$ cat config.mk
export PLATFORM = sky130hd
export DESIGN_NAME = wb_simple_master
export DESIGN_NICKNAME = d
export VERILOG_FILES = /design/src/rtl/wb_simple_master_pkg.sv /design/src/rtl/wb_simple_master.sv
export SDC_FILE = /design/constraint.sdc
export NUM_CORES = 1
export LEC_CHECK = 0
export CAP_MARGIN = 15
export CORE_MARGIN = 2
export CORE_UTILIZATION = 39
export DETAILED_ROUTE_END_ITERATION = 7
export HOLD_SLACK_MARGIN = 0.02
export PLACE_DENSITY = 0.9
export SYNTH_ARGS = -nofsm -noshare
export SYNTH_HDL_FRONTEND = slang
export SYNTH_SLANG_ARGS = --single-unit
$ cat constraint.sdc
create_clock -name clk -period 2.29 [get_ports clk]
set_input_delay 0.3435 -clock clk [delete_from_list [all_inputs] [get_ports clk]]
set_output_delay 0.3435 -clock clk [all_outputs]
set_load 0.02 [all_outputs]
$ cat src/rtl/wb_simple_master_pkg.sv
// Shared types and helpers for the single-beat Wishbone B4 master front-end.
package wb_simple_master_pkg;

  // Default bus widths used by the master and its users.
  localparam int WB_ADDR_WIDTH = 32;
  localparam int WB_DATA_WIDTH = 32;

  // Bus handshake flavour: classic holds stb until termination, pipelined
  // drops stb as soon as the slave accepts the request (stall low).
  typedef enum logic {
    CLASSIC   = 1'b0,
    PIPELINED = 1'b1
  } t_wishbone_interface_mode;

  // Address unit on the bus side: BYTE passes the byte address through,
  // WORD divides it by the number of byte lanes.
  typedef enum logic {
    BYTE = 1'b0,
    WORD = 1'b1
  } t_wishbone_address_granularity;

  // Result reported to the requester with every response strobe.
  typedef enum logic [1:0] {
    WB_OK      = 2'd0,
    WB_ERR     = 2'd1,
    WB_RTY     = 2'd2,
    WB_TIMEOUT = 2'd3
  } t_wb_status;

  // Transaction sequencer states.
  typedef enum logic [1:0] {
    ST_IDLE   = 2'd0,
    ST_STROBE = 2'd1,
    ST_WAIT   = 2'd2,
    ST_RESP   = 2'd3
  } t_wb_state;

  // Resolve simultaneous terminations: err beats rty, rty beats ack.
  function automatic t_wb_status wb_term_status(input logic err, input logic rty);
    t_wb_status st;
    if (err) begin
      st = WB_ERR;
    end else if (rty) begin
      st = WB_RTY;
    end else begin
      st = WB_OK;
    end
    return st;
  endfunction

  // Width of the timeout counter; never narrower than one bit so a
  // disabled timeout (0) still yields a legal vector.
  function automatic int wb_cnt_width(input int timeout);
    int w;
    if (timeout > 0) begin
      w = $clog2(timeout + 1);
    end else begin
      w = 1;
    end
    if (w < 1) begin
      w = 1;
    end else begin
      w = w;
    end
    return w;
  endfunction

endpackage

$ cat src/rtl/wb_simple_master.sv
// Single-beat Wishbone B4 master: accepts one valid/ready request, runs one
// bus transaction (classic or pipelined) and returns a one-cycle response
// carrying OK/ERR/RTY/TIMEOUT and, for OK reads, the read data.
module wb_simple_master
  import wb_simple_master_pkg::*;
#(
  parameter int                            ADDR_WIDTH  = WB_ADDR_WIDTH,
  parameter int                            DATA_WIDTH  = WB_DATA_WIDTH,
  parameter t_wishbone_interface_mode      MODE        = PIPELINED,
  parameter t_wishbone_address_granularity GRANULARITY = BYTE,
  parameter int                            TIMEOUT     = 255
) (
  input  logic                    clk,
  input  logic                    rst,
  // request side
  input  logic                    req_valid,
  output logic                    req_ready,
  input  logic                    req_we,
  input  logic [ADDR_WIDTH-1:0]   req_adr,
  input  logic [DATA_WIDTH/8-1:0] req_sel,
  input  logic [DATA_WIDTH-1:0]   req_dat,
  // response side
  output logic                    rsp_valid,
  output logic [1:0]              rsp_status,
  output logic [DATA_WIDTH-1:0]   rsp_dat,
  // Wishbone master side
  output logic                    wb_cyc,
  output logic                    wb_stb,
  output logic [ADDR_WIDTH-1:0]   wb_adr,
  output logic [DATA_WIDTH/8-1:0] wb_sel,
  output logic                    wb_we,
  output logic [DATA_WIDTH-1:0]   wb_dato,
  input  logic                    wb_ack,
  input  logic                    wb_err,
  input  logic                    wb_rty,
  input  logic                    wb_stall,
  input  logic [DATA_WIDTH-1:0]   wb_dati
);

  localparam int SEL_W     = DATA_WIDTH / 8;
  localparam int CNT_W     = wb_cnt_width(TIMEOUT);
  localparam int ADR_SHIFT = (GRANULARITY == WORD) ? $clog2(SEL_W) : 0;
  // Counter value at which an unterminated transaction is aborted.
  localparam logic [CNT_W-1:0] TO_LAST =
    (TIMEOUT > 0) ? CNT_W'(TIMEOUT - 1) : {CNT_W{1'b0}};

  // Sequencer state and timeout counter
  t_wb_state        state_r;
  t_wb_state        state_s;
  logic [CNT_W-1:0] cnt_r;
  logic [CNT_W-1:0] cnt_s;

  // Registered outputs and their next values
  logic                  req_ready_r, req_ready_s;
  logic                  rsp_valid_r, rsp_valid_s;
  logic [1:0]            rsp_status_r, rsp_status_s;
  logic [DATA_WIDTH-1:0] rsp_dat_r, rsp_dat_s;
  logic                  wb_cyc_r, wb_cyc_s;
  logic                  wb_stb_r, wb_stb_s;
  logic [ADDR_WIDTH-1:0] wb_adr_r, wb_adr_s;
  logic [SEL_W-1:0]      wb_sel_r, wb_sel_s;
  logic                  wb_we_r, wb_we_s;
  logic [DATA_WIDTH-1:0] wb_dato_r, wb_dato_s;

  // Per-cycle decode of bus events
  logic                  busy_s;
  logic                  term_s;
  logic                  timeout_s;
  logic                  finish_s;
  logic                  accepted_s;
  t_wb_status            result_s;
  logic [DATA_WIDTH-1:0] result_dat_s;
  logic [ADDR_WIDTH-1:0] mapped_adr_s;

  // Terminations only count while a cycle is open; outside STROBE/WAIT they
  // are ignored. A termination on the abort edge wins over the timeout.
  assign busy_s       = (state_r == ST_STROBE) || (state_r == ST_WAIT);
  assign term_s       = busy_s && (wb_ack || wb_err || wb_rty);
  assign timeout_s    = busy_s && (TIMEOUT != 0) && (cnt_r == TO_LAST) && !term_s;
  assign finish_s     = term_s || timeout_s;
  assign accepted_s   = (MODE == PIPELINED) && !wb_stall;
  assign result_s     = timeout_s ? WB_TIMEOUT : wb_term_status(wb_err, wb_rty);
  assign result_dat_s = ((result_s == WB_OK) && !wb_we_r) ? wb_dati : {DATA_WIDTH{1'b0}};
  assign mapped_adr_s = req_adr >> ADR_SHIFT;

  // State, timeout counter and every output register advance on the clock.
  always_ff @(posedge clk) begin
    if (rst) begin
      state_r      <= ST_IDLE;
      cnt_r        <= {CNT_W{1'b0}};
      req_ready_r  <= 1'b1;
      rsp_valid_r  <= 1'b0;
      rsp_status_r <= 2'd0;
      rsp_dat_r    <= {DATA_WIDTH{1'b0}};
      wb_cyc_r     <= 1'b0;
      wb_stb_r     <= 1'b0;
      wb_adr_r     <= {ADDR_WIDTH{1'b0}};
      wb_sel_r     <= {SEL_W{1'b0}};
      wb_we_r      <= 1'b0;
      wb_dato_r    <= {DATA_WIDTH{1'b0}};
    end else begin
      state_r      <= state_s;
      cnt_r        <= cnt_s;
      req_ready_r  <= req_ready_s;
      rsp_valid_r  <= rsp_valid_s;
      rsp_status_r <= rsp_status_s;
      rsp_dat_r    <= rsp_dat_s;
      wb_cyc_r     <= wb_cyc_s;
      wb_stb_r     <= wb_stb_s;
      wb_adr_r     <= wb_adr_s;
      wb_sel_r     <= wb_sel_s;
      wb_we_r      <= wb_we_s;
      wb_dato_r    <= wb_dato_s;
    end
  end

  // Next-state and timeout-counter selection.
  always_comb begin
    state_s = state_r;
    cnt_s   = cnt_r;
    case (state_r)
      ST_IDLE: begin
        cnt_s = {CNT_W{1'b0}};
        if (req_valid) begin
          state_s = ST_STROBE;
        end else begin
          state_s = ST_IDLE;
        end
      end
      ST_STROBE: begin
        cnt_s = cnt_r + CNT_W'(1);
        if (finish_s) begin
          state_s = ST_RESP;
        end else if (accepted_s) begin
          state_s = ST_WAIT;
        end else begin
          state_s = ST_STROBE;
        end
      end
      ST_WAIT: begin
        cnt_s = cnt_r + CNT_W'(1);
        if (finish_s) begin
          state_s = ST_RESP;
        end else begin
          state_s = ST_WAIT;
        end
      end
      ST_RESP: begin
        cnt_s   = {CNT_W{1'b0}};
        state_s = ST_IDLE;
      end
      default: begin
        cnt_s   = {CNT_W{1'b0}};
        state_s = ST_IDLE;
      end
    endcase
  end

  // Next values of the registered outputs for the current state and events.
  always_comb begin
    req_ready_s  = req_ready_r;
    rsp_valid_s  = 1'b0;
    rsp_status_s = rsp_status_r;
    rsp_dat_s    = rsp_dat_r;
    wb_cyc_s     = wb_cyc_r;
    wb_stb_s     = wb_stb_r;
    wb_adr_s     = wb_adr_r;
    wb_sel_s     = wb_sel_r;
    wb_we_s      = wb_we_r;
    wb_dato_s    = wb_dato_r;
    case (state_r)
      ST_IDLE: begin
        if (req_valid) begin
          req_ready_s = 1'b0;
          wb_cyc_s    = 1'b1;
          wb_stb_s    = 1'b1;
          wb_adr_s    = mapped_adr_s;
          wb_sel_s    = req_sel;
          wb_we_s     = req_we;
          wb_dato_s   = req_dat;
        end else begin
          req_ready_s = 1'b1;
          wb_cyc_s    = 1'b0;
          wb_stb_s    = 1'b0;
        end
      end
      ST_STROBE, ST_WAIT: begin
        req_ready_s = 1'b0;
        if (finish_s) begin
          wb_cyc_s     = 1'b0;
          wb_stb_s     = 1'b0;
          rsp_valid_s  = 1'b1;
          rsp_status_s = result_s;
          rsp_dat_s    = result_dat_s;
        end else if ((state_r == ST_STROBE) && accepted_s) begin
          wb_stb_s = 1'b0;
        end else begin
          wb_stb_s = wb_stb_r;
        end
      end
      ST_RESP: begin
        req_ready_s = 1'b1;
        wb_cyc_s    = 1'b0;
        wb_stb_s    = 1'b0;
      end
      default: begin
        req_ready_s = 1'b1;
        wb_cyc_s    = 1'b0;
        wb_stb_s    = 1'b0;
      end
    endcase
  end

  assign req_ready  = req_ready_r;
  assign rsp_valid  = rsp_valid_r;
  assign rsp_status = rsp_status_r;
  assign rsp_dat    = rsp_dat_r;
  assign wb_cyc     = wb_cyc_r;
  assign wb_stb     = wb_stb_r;
  assign wb_adr     = wb_adr_r;
  assign wb_sel     = wb_sel_r;
  assign wb_we      = wb_we_r;
  assign wb_dato    = wb_dato_r;

endmodule

### Word-level counts from Yosys, hierarchy flattened

Cells that the tools add are included.

* equal/unequal tests: 6
* $add $sub $neg: 1
* mux-type cells: 19
* shifts and indexed selects: 0
* bitwise operators: 1
* reduce and logical (&&, ||, !) cells: 19
* divide/modulo/power cells: 0
* multiply operators: 0
* magnitude comparators: 0

Operators with widths (number)
* $mux 32: 1
* $pmux 8 s2: 1
* $mux 2: 5
* $pmux 1 s3: 3
* $add 8x1->8 const B: 1
* $eq 8x8->1 const B: 1
* $mux 1: 8
* $pmux 2 s4: 1
* $reduce_or 2->1: 3
* $logic_and 1x1->1: 5
* $eq 2x2->1 const B: 2
* $logic_not 2->1: 2
* $logic_or 1x1->1: 4
* $reduce_and 2->1: 2
* $logic_not 1->1: 3
* $ne 3x1->1 const B: 1
* $eq 2x1->1 const B: 1
* $ne 2x1->1 const B: 1
* $not 1->1: 1

* latch bits: 0
* output and inout port bits: 107
* memories: 0
* register bits after elaboration: 117
* memory bits (read-only): 0
* bits in writable memories: 0
* logic and storage cells: 58

### Depth between registers and ports, before layout

Gate-level depths: netlist (run 1).

* depth in word-level cells: 9
* depth in mapped cells: 7

### Worst setup path before layout (run 1)

No wires, ideal clock.

* path kind: register -> register
* start point: register state_r[0]
* end point: register rsp_dat_r[0], in the netlist rsp_dat[0]
* data arrival time: 1.617 ns
* data required time: 2.173 ns
* setup time: 0.117 ns
* slack: 0.556 ns
* stages on the path, launching flop included: 8
* cells stage by stage: dfxtp_1 > inv_1 > ha_1 > nand4_1 > o21ai_2 > nor2_2 > buf_4 > a22o_1

* word-level cells in the longest chain between the ends: 9
* elaborated cells between the ends (all ways): 14
* classes of those cells: eq/ne (2); mux (2); reduce/logical (10)

RTL lines
* start, declared: RTL line wb_simple_master.sv:48 `t_wb_state state_r;`
* start signal, assigned: RTL line wb_simple_master.sv:102 `state_r <= state_s;`
* $eq 2x1->1 or $eq 2x2->1 (tied branches): RTL line wb_simple_master.sv:77, wb_simple_master.sv:171
* $logic_or 1x1->1: RTL line wb_simple_master.sv:77 `assign busy_s = (state_r == ST_STROBE) || (state_r == ST_WAIT);`
* $logic_and 1x1->1: RTL line wb_simple_master.sv:78 `assign term_s = busy_s && (wb_ack || wb_err || wb_rty);`
* $logic_not 1->1: RTL line wb_simple_master.sv:79 `assign timeout_s = busy_s && (TIMEOUT != 0) && (cnt_r == TO_LAST) && !term_s;`
* $logic_and 1x1->1: RTL line wb_simple_master.sv:79
* $mux 2: RTL line wb_simple_master.sv:82 `assign result_s = timeout_s ? WB_TIMEOUT : wb_term_status(wb_err, wb_rty);`
* $logic_not 2->1: RTL line wb_simple_master.sv:83 `assign result_dat_s = ((result_s == WB_OK) && !wb_we_r) ? wb_dati : {DATA_WIDTH{1'b0}};`
* $logic_and 1x1->1: RTL line wb_simple_master.sv:83
* $mux 32: RTL line wb_simple_master.sv:83
* end signal, assigned: RTL line wb_simple_master.sv:94 `rsp_dat_r <= {DATA_WIDTH{1'b0}};`
* end signal, assigned: RTL line wb_simple_master.sv:107 `rsp_dat_r <= rsp_dat_s;`
* end, declared: RTL line wb_simple_master.sv:57 `logic [DATA_WIDTH-1:0] rsp_dat_r, rsp_dat_s;`

Parallel ways exist; a longest one is shown, timed or not.
A chain may end at the register's enable or synchronous reset.

### Final worst setup path (run 1)

* start point: register state_r[0]
* end point: register rsp_dat_r[13], in the netlist rsp_dat[13]

The elaborated chain is that of the path after synthesis.

==> results of run 1 <==
[power groups by stage]
stage / sequential [mW] / clock [mW] / combinational (mW)
final: 2.20 / 2.65 / 0.799
after global routing: 2.21 / 2.82 / 0.858
after CTS: 2.20 / 2.70 / 0.804
after detailed placement: 2.24 / 0 / 0.801
after global placement: 2.23 / 0 / 0.782
after floorplan: 2.36 / 0 / 0.231
[sequential cells by signal, summed over array words and instances (netlist names), 2 cells and up, named ones only]
name and count:
cnt_r 8, rsp_dat 32, rsp_status 2, wb_adr 32, wb_dato 32, wb_sel 4
[metrics by stage]
stage | cells | utilization
after floorplan | 452 | -
after global placement | 779 | 0.617
after detailed placement | 779 | 0.617
after CTS | 811 | 0.676
after global routing | 811 | 0.676
final | 811 | 0.676
[how the worst max path moves through the flow]
stage / startpoint / endpoint / slack [ns] / cells past startpoint
final: state_r[0]$_SDFF_PP0_ / rsp_dat[13]$_SDFFE_PP0P_ / 0.30 / 7
after floorplan: state_r[0]$_SDFF_PP0_ / rsp_dat[0]$_SDFFE_PP0P_ / 0.56 / 7
after global routing: state_r[0]$_SDFF_PP0_ / rsp_dat[4]$_SDFFE_PP0P_ / 0.17 / 7
after global placement: wb_rty / rsp_dat[19]$_SDFFE_PP0P_ / 0.25 / 6
after detailed placement: wb_rty / rsp_dat[4]$_SDFFE_PP0P_ / 0.19 / 6
after CTS: state_r[0]$_SDFF_PP0_ / rsp_dat[4]$_SDFFE_PP0P_ / 0.28 / 7
[area by class of cell]
type	instances	area, sq um
tap	136	170
sequential	117	2340
timing repair buffer	222	2210
multi-input combinational	298	1560
clock buffer	18	428
inverter	6	22.5
clock inverter	14	175
fill	788	3320
[kinds of logic after synthesis]
logic type | after synthesis | synth area share
AO/OA/AOI/OAI | 113 | 0.177
XOR/XNOR | 5 | 0.0107
AND/OR/NAND/NOR | 172 | 0.172
adder cells (fa/ha/maj) | 6 | 0.0184
buffers and inverters | 37 | 0.0427
multiplexers | 2 | 0.00491
flip-flops | 117 | 0.575
[cells in the final DEF (no fill, tap or decap), types with 3 or more instances in the layout]
master	count
sky130_fd_sc_hd__o211ai_1	4
sky130_fd_sc_hd__clkdlybuf4s50_1	213
sky130_fd_sc_hd__a22o_1	32
sky130_fd_sc_hd__nor3_1	3
sky130_fd_sc_hd__clkinvlp_4	3
sky130_fd_sc_hd__dfxtp_1	117
sky130_fd_sc_hd__inv_6	3
sky130_fd_sc_hd__nand2_1	141
sky130_fd_sc_hd__inv_1	6
sky130_fd_sc_hd__buf_4	7
sky130_fd_sc_hd__bufinv_16	3
sky130_fd_sc_hd__xnor2_1	3
sky130_fd_sc_hd__a21oi_1	72
sky130_fd_sc_hd__nand3_1	4
sky130_fd_sc_hd__clkbuf_16	16
sky130_fd_sc_hd__ha_1	6
sky130_fd_sc_hd__clkinv_4	3
sky130_fd_sc_hd__nor2_1	13
[metal layers]
metal	wire length [um]	global-route usage	up-vias
li1	-	-	1940
met2	5960	0.364	150
met1	4720	0.230	1845
met5	0	0	-
met3	1000	0.0846	16
met4	199	0.0705	0
[worst register-to-register path, cell delays in order (launching register included)]
cell and delay, ns:
sky130_fd_sc_hd__dfxtp_1 0.38, sky130_fd_sc_hd__inv_1 0.10, sky130_fd_sc_hd__ha_1 0.42, sky130_fd_sc_hd__o31ai_4 0.15
sky130_fd_sc_hd__nor2_2 0.12, sky130_fd_sc_hd__nor4b_4 0.19, sky130_fd_sc_hd__buf_4 0.36, sky130_fd_sc_hd__a22o_1 0.22
==> reports/results.md, run 1 <==
| Metric | Reported |
|---|---|
| Outcome | completed |
| Clock latency on the worst-skew pair | 0.49 ns |
| Total global routing overflow | 0 |
| Sw Share | 0.247 |
| Fmax | 503 MHz |
| Crit path required time | 2.72 ns |
| Power per cell area | 817 nW/um^2 |
| Post-Route Hold Slack | 0.253 ns |
| CTS H-Tree Depth | 4 |
| CTS max path bufs | 2 |
| R2R setup slack | 0.30 ns |
| Post-placement cell area | 6310 sq um |
| Leading area contributor after synthesis | sky130_fd_sc_hd__dfxtp_1 |
| Synthesized area per cell | 9.02 sq um |
| I/O pin count | 215 |
| Hold path start | rst |
| Final clock skew | 0.0105 ns |
| Buffers plus inverters on the worst setup path | 2 |
| Share of Yosys cell area claimed by the top area cell type | 0.575 |
| Core Footprint | 10200 sq um |
| Min Tclk post-route | 1.99 ns |
| Top post-synthesis cells by count | sky130_fd_sc_hd__nand2_1 (142), sky130_fd_sc_hd__dfxtp_1 (117), sky130_fd_sc_hd__a21oi_1 (72) |
| Unrepaired setup endpoints after global routing | false |
| Final WL | 11900 um |
| Critical path capture point type | flip-flop |
| Slowest-stage cell, CP | sky130_fd_sc_hd__ha_1 |
| Category of the most critical setup path | flip-flop to flip-flop |
| Clock network fraction of total power | 0.469 |
| Gates resized, CTS repair | 0 |
| Slowest cell delay on critical path | 0.42 ns |
| Prevailing post-synth register cell | sky130_fd_sc_hd__dfxtp_1 |
| Power Total | 5.64 mW |
| Buffers on Ports | 214 |
| Via count of the first global-routing pass | 3865 |
| Pre-CTS WS | 0.187 ns |
| Pin count of the biggest net entering global routing | 53 |
| VDD IR-drop max | 555 uV |
| Diode insertion count for antenna repair | 0 |
| Number of synthesized flops with an enable pin | 0 |
| Seq cells post-synth | 117 |
| Post-route clock period utilization | 0.868 |
| Total track usage | 0.209 |
| Cell area after synthesis | 4080 sq um |
| Die outline width | 106 um |
| Cell-by-cell listing of the critical path | inv_1, ha_1, o31ai_4, nor2_2, nor4b_4, buf_4, a22o_1 |
| Class of the worst hold path | primary input to flip-flop |
| Dpl hpwl | 8510 um |
| Overall via count from detail_route | 3951 |
| Capturing point of the worst reg2reg path | rsp_dat[13]$_SDFFE_PP0P_ |
| Synthesized instance count | 452 |
| Clk sinks | 117 |
| Count of synthesis-stage warnings from yosys | 0 |
| Hold-fix buffers, CTS | 0 |
| Startpoint of the lowest-slack register-to-register path | state_r[0]$_SDFF_PP0_ |
| Post-CTS Setup Bufs | 0 |
| Share of cells above drive strength 1 | 0.0711 |
| Type of element launching the critical path | flip-flop |
| Remaining routing DRC violations | 0 |
| TritonCTS Buffers | 17 |
| Initial cell density of the core | 0.398 |
| Via-to-Cell Ratio | 4.87 |
| Number of antenna violations at the first check in global routing | 0 |
| Max Cap Viol | 0 |
| Layout area overhead | 69.6% |
| Max FO, Critical Path | 32 |
| Aggregate negative setup slack | 0 ns |
| Final setup viols | 0 |
| Final design area excluding fillers | 6910 sq um |
| Max-slew violation count | 0 |
| Leakage power total | 2.61 nW |
| Cell family with most CP delay | buffers and inverters |
| Comb pwr share | 0.142 |
| Synth top area cells | sky130_fd_sc_hd__dfxtp_1 (57%), sky130_fd_sc_hd__nand2_1 (13%), sky130_fd_sc_hd__a21oi_1 (8.8%) |
| Count of TritonRoute iterations in the first routing pass | 4 |
| Int Pwr | 4.25 mW |
| Sequential cell fraction of total power | 0.389 |
| DRC marker count from the first detailed-route iteration | 166 |
| Sw power | 1.39 mW |
| Routability Congestion | 0.802 |
| CTS Root Buffer Type | sky130_fd_sc_hd__clkbuf_8 |
| Unique masters post-synth | 30 |
| Leading cell type by number of instances after synthesis | sky130_fd_sc_hd__nand2_1 |
| Sequential-to-total area share from yosys stat | 0.575 |
| Number of nets in the synthesized netlist | 566 |
| Vertical extent of the die | 106 um |
| Drt wl/cell | 14.6 um |
| Row count | 37 |
| Cell depth of the worst hold path | 2 |
| Total die area | 11300 sq um |
| Antenna-violating nets left | 0 |
| First-pass GRT wire length | 18700 um |
| Max-Slew Margin vs Limit | 0.633 |
| Proportion of register bits with asynchronous set or reset after synthesis | 0 |
| Worst reg-to-reg path cell count | 7 |
| Clock tree from TritonCTS | yes |
| Clock input transition at the sequential cells of the worst setup and hold paths | 0.06 ns |
| Worst-margin pin slew | 0.550 ns |
| Final critical-path setup slack | 0.302 ns |
| Final hold viol count | 0 |
| Final #Nets | 776 |
| Data arrival time at the worst-slack endpoint | 2.42 ns |
Power figures use the tool's default switching activity.
==> run 2: changes to the inputs <==
--- a/config.mk
+++ b/config.mk
@@ -11,6 +11,7 @@
 export DETAILED_ROUTE_END_ITERATION = 7
 export HOLD_SLACK_MARGIN = 0.02
 export PLACE_DENSITY = 0.9
+export SLEW_MARGIN = 20
 export SYNTH_ARGS = -nofsm -noshare
 export SYNTH_HDL_FRONTEND = slang
 export SYNTH_SLANG_ARGS = --single-unit
==> results of run 2 <==
The final DEF is identical to that of run 1; final timing and power are the same.
==> run 3: changes to the inputs <==
--- a/config.mk
+++ b/config.mk
@@ -5,11 +5,12 @@
 export SDC_FILE = /design/constraint.sdc
 export NUM_CORES = 1
 export LEC_CHECK = 0
+export ABC_CLOCK_PERIOD_IN_PS = 2290
 export CAP_MARGIN = 15
 export CORE_MARGIN = 2
 export CORE_UTILIZATION = 39
 export DETAILED_ROUTE_END_ITERATION = 7
-export HOLD_SLACK_MARGIN = 0.02
+export HOLD_SLACK_MARGIN = 0.08
 export PLACE_DENSITY = 0.9
 export SLEW_MARGIN = 20
 export SYNTH_ARGS = -nofsm -noshare
==> results of run 3 <==
The final DEF is identical to that of run 1; final timing and power are the same.
==> RTL edit 1: new RTL, settings of run 1 <==
The parameter `TIMEOUT` goes from 255 to 510.
--- a/src/rtl/wb_simple_master.sv
+++ b/src/rtl/wb_simple_master.sv
@@ -9,5 +9,5 @@
   parameter t_wishbone_interface_mode      MODE        = PIPELINED,
   parameter t_wishbone_address_granularity GRANULARITY = BYTE,
-  parameter int                            TIMEOUT     = 255
+  parameter int                            TIMEOUT     = 510
 ) (
   input  logic                    clk,
Function: same outputs for any inputs over 4 cycles, from zero or initial values and one cycle with rst high; that may be too few to reach the edited logic, so the function may still have changed.
==> RTL edit 1 against run 1 <==
- fmax is 4.3% higher
- total power is 7.2% higher
- sequential cell count is 1 higher
- design area is 6.4% higher
- setup slack better by 0.082 ns
- critical endpoint is now rsp_dat[28]
- area after synthesis is 9.3% higher
- highest routed layer unchanged
- global-route usage is 0.51 points higher
- count of clock-buffer cells in the layout is 4 higher
- clock power is 11% higher
- critical path type unchanged
- routed wire length is 11% higher
==> RTL edit 1: results (changes against run 1) <==
* Initial drt markers at 160 (-3.6%)
* Area contributors post-synth: dfxtp_1 (53%), nand2_1 (12%), a21oi_1 (8.4%)
* Clock Tree Root: clkbuf_16
* WL met2 at 6310 um (+5.9%)
* Pre-antenna DRT Iters at 5 (+1)
* Commonest cells post-synth: nand2_1 (144), dfxtp_1 (118), a21oi_1 (75)
* Largest net degree at the start of global routing at 57 (+7.5%)
* R2R cell count at 8 (+1)
* Worst IR Drop VDD at 0.559 mV (+0.81%)
* Pre-CTS setup slack at 0.137 ns (-0.0506 ns)
* PortBufs at 214 (unchanged)
* CP max stage delay at 0.36 ns (-0.06 ns)
* Vias in the first global route at 4412 (+14%)
* GP Congestion at 0.829 (+3.4%)
* Yosys cell types at 34 (+13%)
* LEAKAGE at 2.65 nW (+1.6%)
* Vias at 4196 (+6.2%)
* Global-route wire length before repair at 21300 um (+14%)
* M1 wire length at 5230 um (+11%)
* Grt met1 use at 22.9% (-0.14 points)
* Arrival @ worst endpoint at 2.25 ns (-0.17 ns)
* GR Util met3 at 9.13% (+0.67 points)
* FF-to-FF End: rsp_dat[28]
* Fill cells at 836 (+6.1%)
* Sequential cell area fraction in the yosys report at 53.0% (-4.5 points)
* GR Util All Layers at 21.4% (+0.51 points)
* Max FO, Critical Path at 34 (+6.3%)
* Hold_ws at 0.368 ns (+0.115 ns)
* Skew final at 0.00536 ns (-0.00513 ns)
* Post-Synthesis Net Count at 607 (+7.2%)
* Worst-Margin Slew at 0.569 ns (+0.0187 ns)
* Max Used Layer: met4
* NumNets Final at 813 (+4.8%)
* CP max stage cell: dfxtp_1
* Final WL at 13100 um (+11%)
* Met3 wire length at 1260 um (+26%)
* Global Route met2 Usage at 36.6% (+0.16 points)
* Clock Path Buffers at 2 (unchanged)
* Placed Area at 6690 sq um (+6.0%)
* Status: finished, final reports clean
* Share of cells above drive strength 1 at 14.6% (+7.5 points)
* Cts repair resizes at 0 (unchanged)
* Post-CTS setup buffer count at 0 (unchanged)
-- RTL edit 1: cell count changes in the layout (fill, tap and decap cells not counted), sizes merged, moves of 4 or more --
| cell | change |
|---|---|
| a22oi | +32 |
| a22o | -32 |
| clkbuf | +4 |
| nor2 | +26 |
-- RTL edit 1: kinds of logic (layout without fill, tap and decap cells) --
kind of cell    after synthesis  in the layout  synth area share (%)
simple gates                199            199                  19.5
compound gates              123            123                  19.8
flops                       118            118                  53.0
buf+inv                      43            261                  5.19
fa+ha+maj                     6              6                  1.68
xor+xnor                      4              4                 0.786
-- RTL edit 1: area by class of cell --
class	instances	area share, %
sequential	118	32.1
timing repair buffer	222	30.6
multi-input combinational	332	25.4
tap	143	2.43
clock buffer	22	6.72
clock inverter	9	2.31
inverter	8	0.408
-- RTL edit 1: where the power goes --
group,internal [mW],switching (mW)
combinational,0.438,0.440
sequential,2.16,0.0581
clock,2.06,0.893
-- RTL edit 1: through the flow --
| step | util, % | cells |
|---|---|---|
| floorplan | - | 493 |
| global placement | 59.3 | 823 |
| detailed placement | 59.3 | 823 |
| CTS | 65.2 | 854 |
| global route | 65.2 | 854 |
| finish | 65.2 | 854 |
-- RTL edit 1: how the worst max path moves through the flow --
stage | start | endpoint | slack, ns | cells past startpoint
after floorplan | state_r[0] | rsp_dat[18] | 0.55 | 8
after global placement | wb_rty | rsp_dat[28] | 0.25 | 6
after detailed placement | wb_err | rsp_dat[28] | 0.14 | 6
after CTS | state_r[0] | rsp_dat[28] | 0.37 | 8
after global routing | state_r[0] | rsp_dat[28] | 0.23 | 8
final | state_r[0] | rsp_dat[28] | 0.38 | 8
==> RTL edit 2: new RTL, flow settings as in run 1 <==
Made on the original files. Encoding of `t_wb_state`: now Gray code (2 bits for 4 states).
--- a/src/rtl/wb_simple_master_pkg.sv
+++ b/src/rtl/wb_simple_master_pkg.sv
@@ -30,8 +30,8 @@
   // Transaction sequencer states.
   typedef enum logic [1:0] {
-    ST_IDLE   = 2'd0,
-    ST_STROBE = 2'd1,
-    ST_WAIT   = 2'd2,
-    ST_RESP   = 2'd3
+    ST_IDLE   = 2'b00,
+    ST_STROBE = 2'b01,
+    ST_WAIT   = 2'b11,
+    ST_RESP   = 2'b10
   } t_wb_state;
 
Formal check against the unedited RTL: same outputs for any inputs over 4 cycles, from zero or initial values and one cycle with rst high; so few cycles prove little.
==> RTL edit 2 against run 1 <==
- routed wire length is 2.1% higher
- setup slack better by 0.16 ns
- sequential cell count stayed put
- area after synthesis shrank 0.89%
- global-route usage is 0.73 points higher
- design area down 0.67%
- die area decreased by 0.86%
- largest cell class unchanged
- total power decreased by 0.92%
- first-iteration DRC count up 46%
==> RTL edit 2: results (changes against run 1) <==
* Worst IR Drop VDD at 0.466 mV (-16%)
* Worst-Margin Slew at 0.504 ns (-0.0458 ns)
* Arrival @ worst endpoint at 1.49 ns (-0.93 ns)
* Sequential cell area fraction in the yosys report at 58.0% (+0.52 points)
* M1 wire length at 4860 um (+2.9%)
* GP Congestion at 0.748 (-6.8%)
* CP max stage delay at 0.62 ns (+0.20 ns)
* Grt met1 use at 24.6% (+1.6 points)
* Met3 wire length at 1070 um (+7.1%)
* Cts repair resizes at 0 (unchanged)
* Hold_ws at 0.350 ns (+0.0964 ns)
* Worst hold stages at 3 (+1)
* Yosys cell types at 37 (+23%)
* GR Util All Layers at 21.6% (+0.73 points)
* Vias in the first global route at 3953 (+2.3%)
* Commonest cells post-synth: nand2_1 (139), dfxtp_1 (117), a21oi_1 (74)
* Skew final at 0.00393 ns (-0.00655 ns)
* WL met2 at 6040 um (+1.4%)
* Vias at 3939 (-0.30%)
* Initial drt markers at 242 (+46%)
* FF-to-FF End: rsp_dat[26]
* Post-Synthesis Net Count at 549 (-3.0%)
* P_sw at 1.32 mW (-5.6%)
* Worst setup path endpoint: rsp_dat[18]
* Dpl hpwl at 8670 um (+1.9%)
* Global Route met2 Usage at 37.3% (+0.88 points)
* Status: finished, final reports clean
* GR Util met3 at 7.61% (-0.85 points)
* Syn Inst Count at 439 (-2.9%)
* R2R cell count at 4 (-3)
* NumNets Final at 758 (-2.3%)
* Worst Setup SP: rsp_dat[18]
* Total power draw at 5.59 mW (-0.92%)
* Share of cells above drive strength 1 at 10.6% (+3.5 points)
* Area contributors post-synth: dfxtp_1 (58%), nand2_1 (13%), a21oi_1 (9.2%)
* P_comb at 0.791 mW (-1%)
* Inst Count DP at 765 (-1.8%)
* Global-route wire length before repair at 19100 um (+1.9%)
* Max FO, Critical Path at 2 (-94%)
* Fill cells at 774 (-1.8%)
* Pre-CTS setup slack at 0.265 ns (+0.0772 ns)
* Largest net degree at the start of global routing at 71 (+34%)
* Final WL at 12100 um (+2.1%)
RTL edit 2: cell families (layout without fill, tap and decap cells):
| family | Yosys count | after routing | synth area share [%] |
|---|---|---|---|
| AOI/OAI and AO/OA | 118 | 118 | 19.4 |
| and+or+nand+nor | 164 | 164 | 16.9 |
| buffers and inverters | 35 | 256 | 4.40 |
| xor gates and xnor gates | 3 | 3 | 0.650 |
| adders and majority gates | 2 | 2 | 0.619 |
| DFF | 117 | 117 | 58.0 |
RTL edit 2: area by class of cell:
| class | instances | area (sq um) | area share, % |
|---|---|---|---|
| multi-input combinational | 287 | 1530 | 22.2 |
| clock inverter | 10 | 129 | 1.88 |
| timing repair buffer | 220 | 2220 | 32.3 |
| inverter | 5 | 18.8 | 0.273 |
| sequential | 117 | 2340 | 34.1 |
| tap | 136 | 170 | 2.48 |
| clock buffer | 21 | 459 | 6.69 |
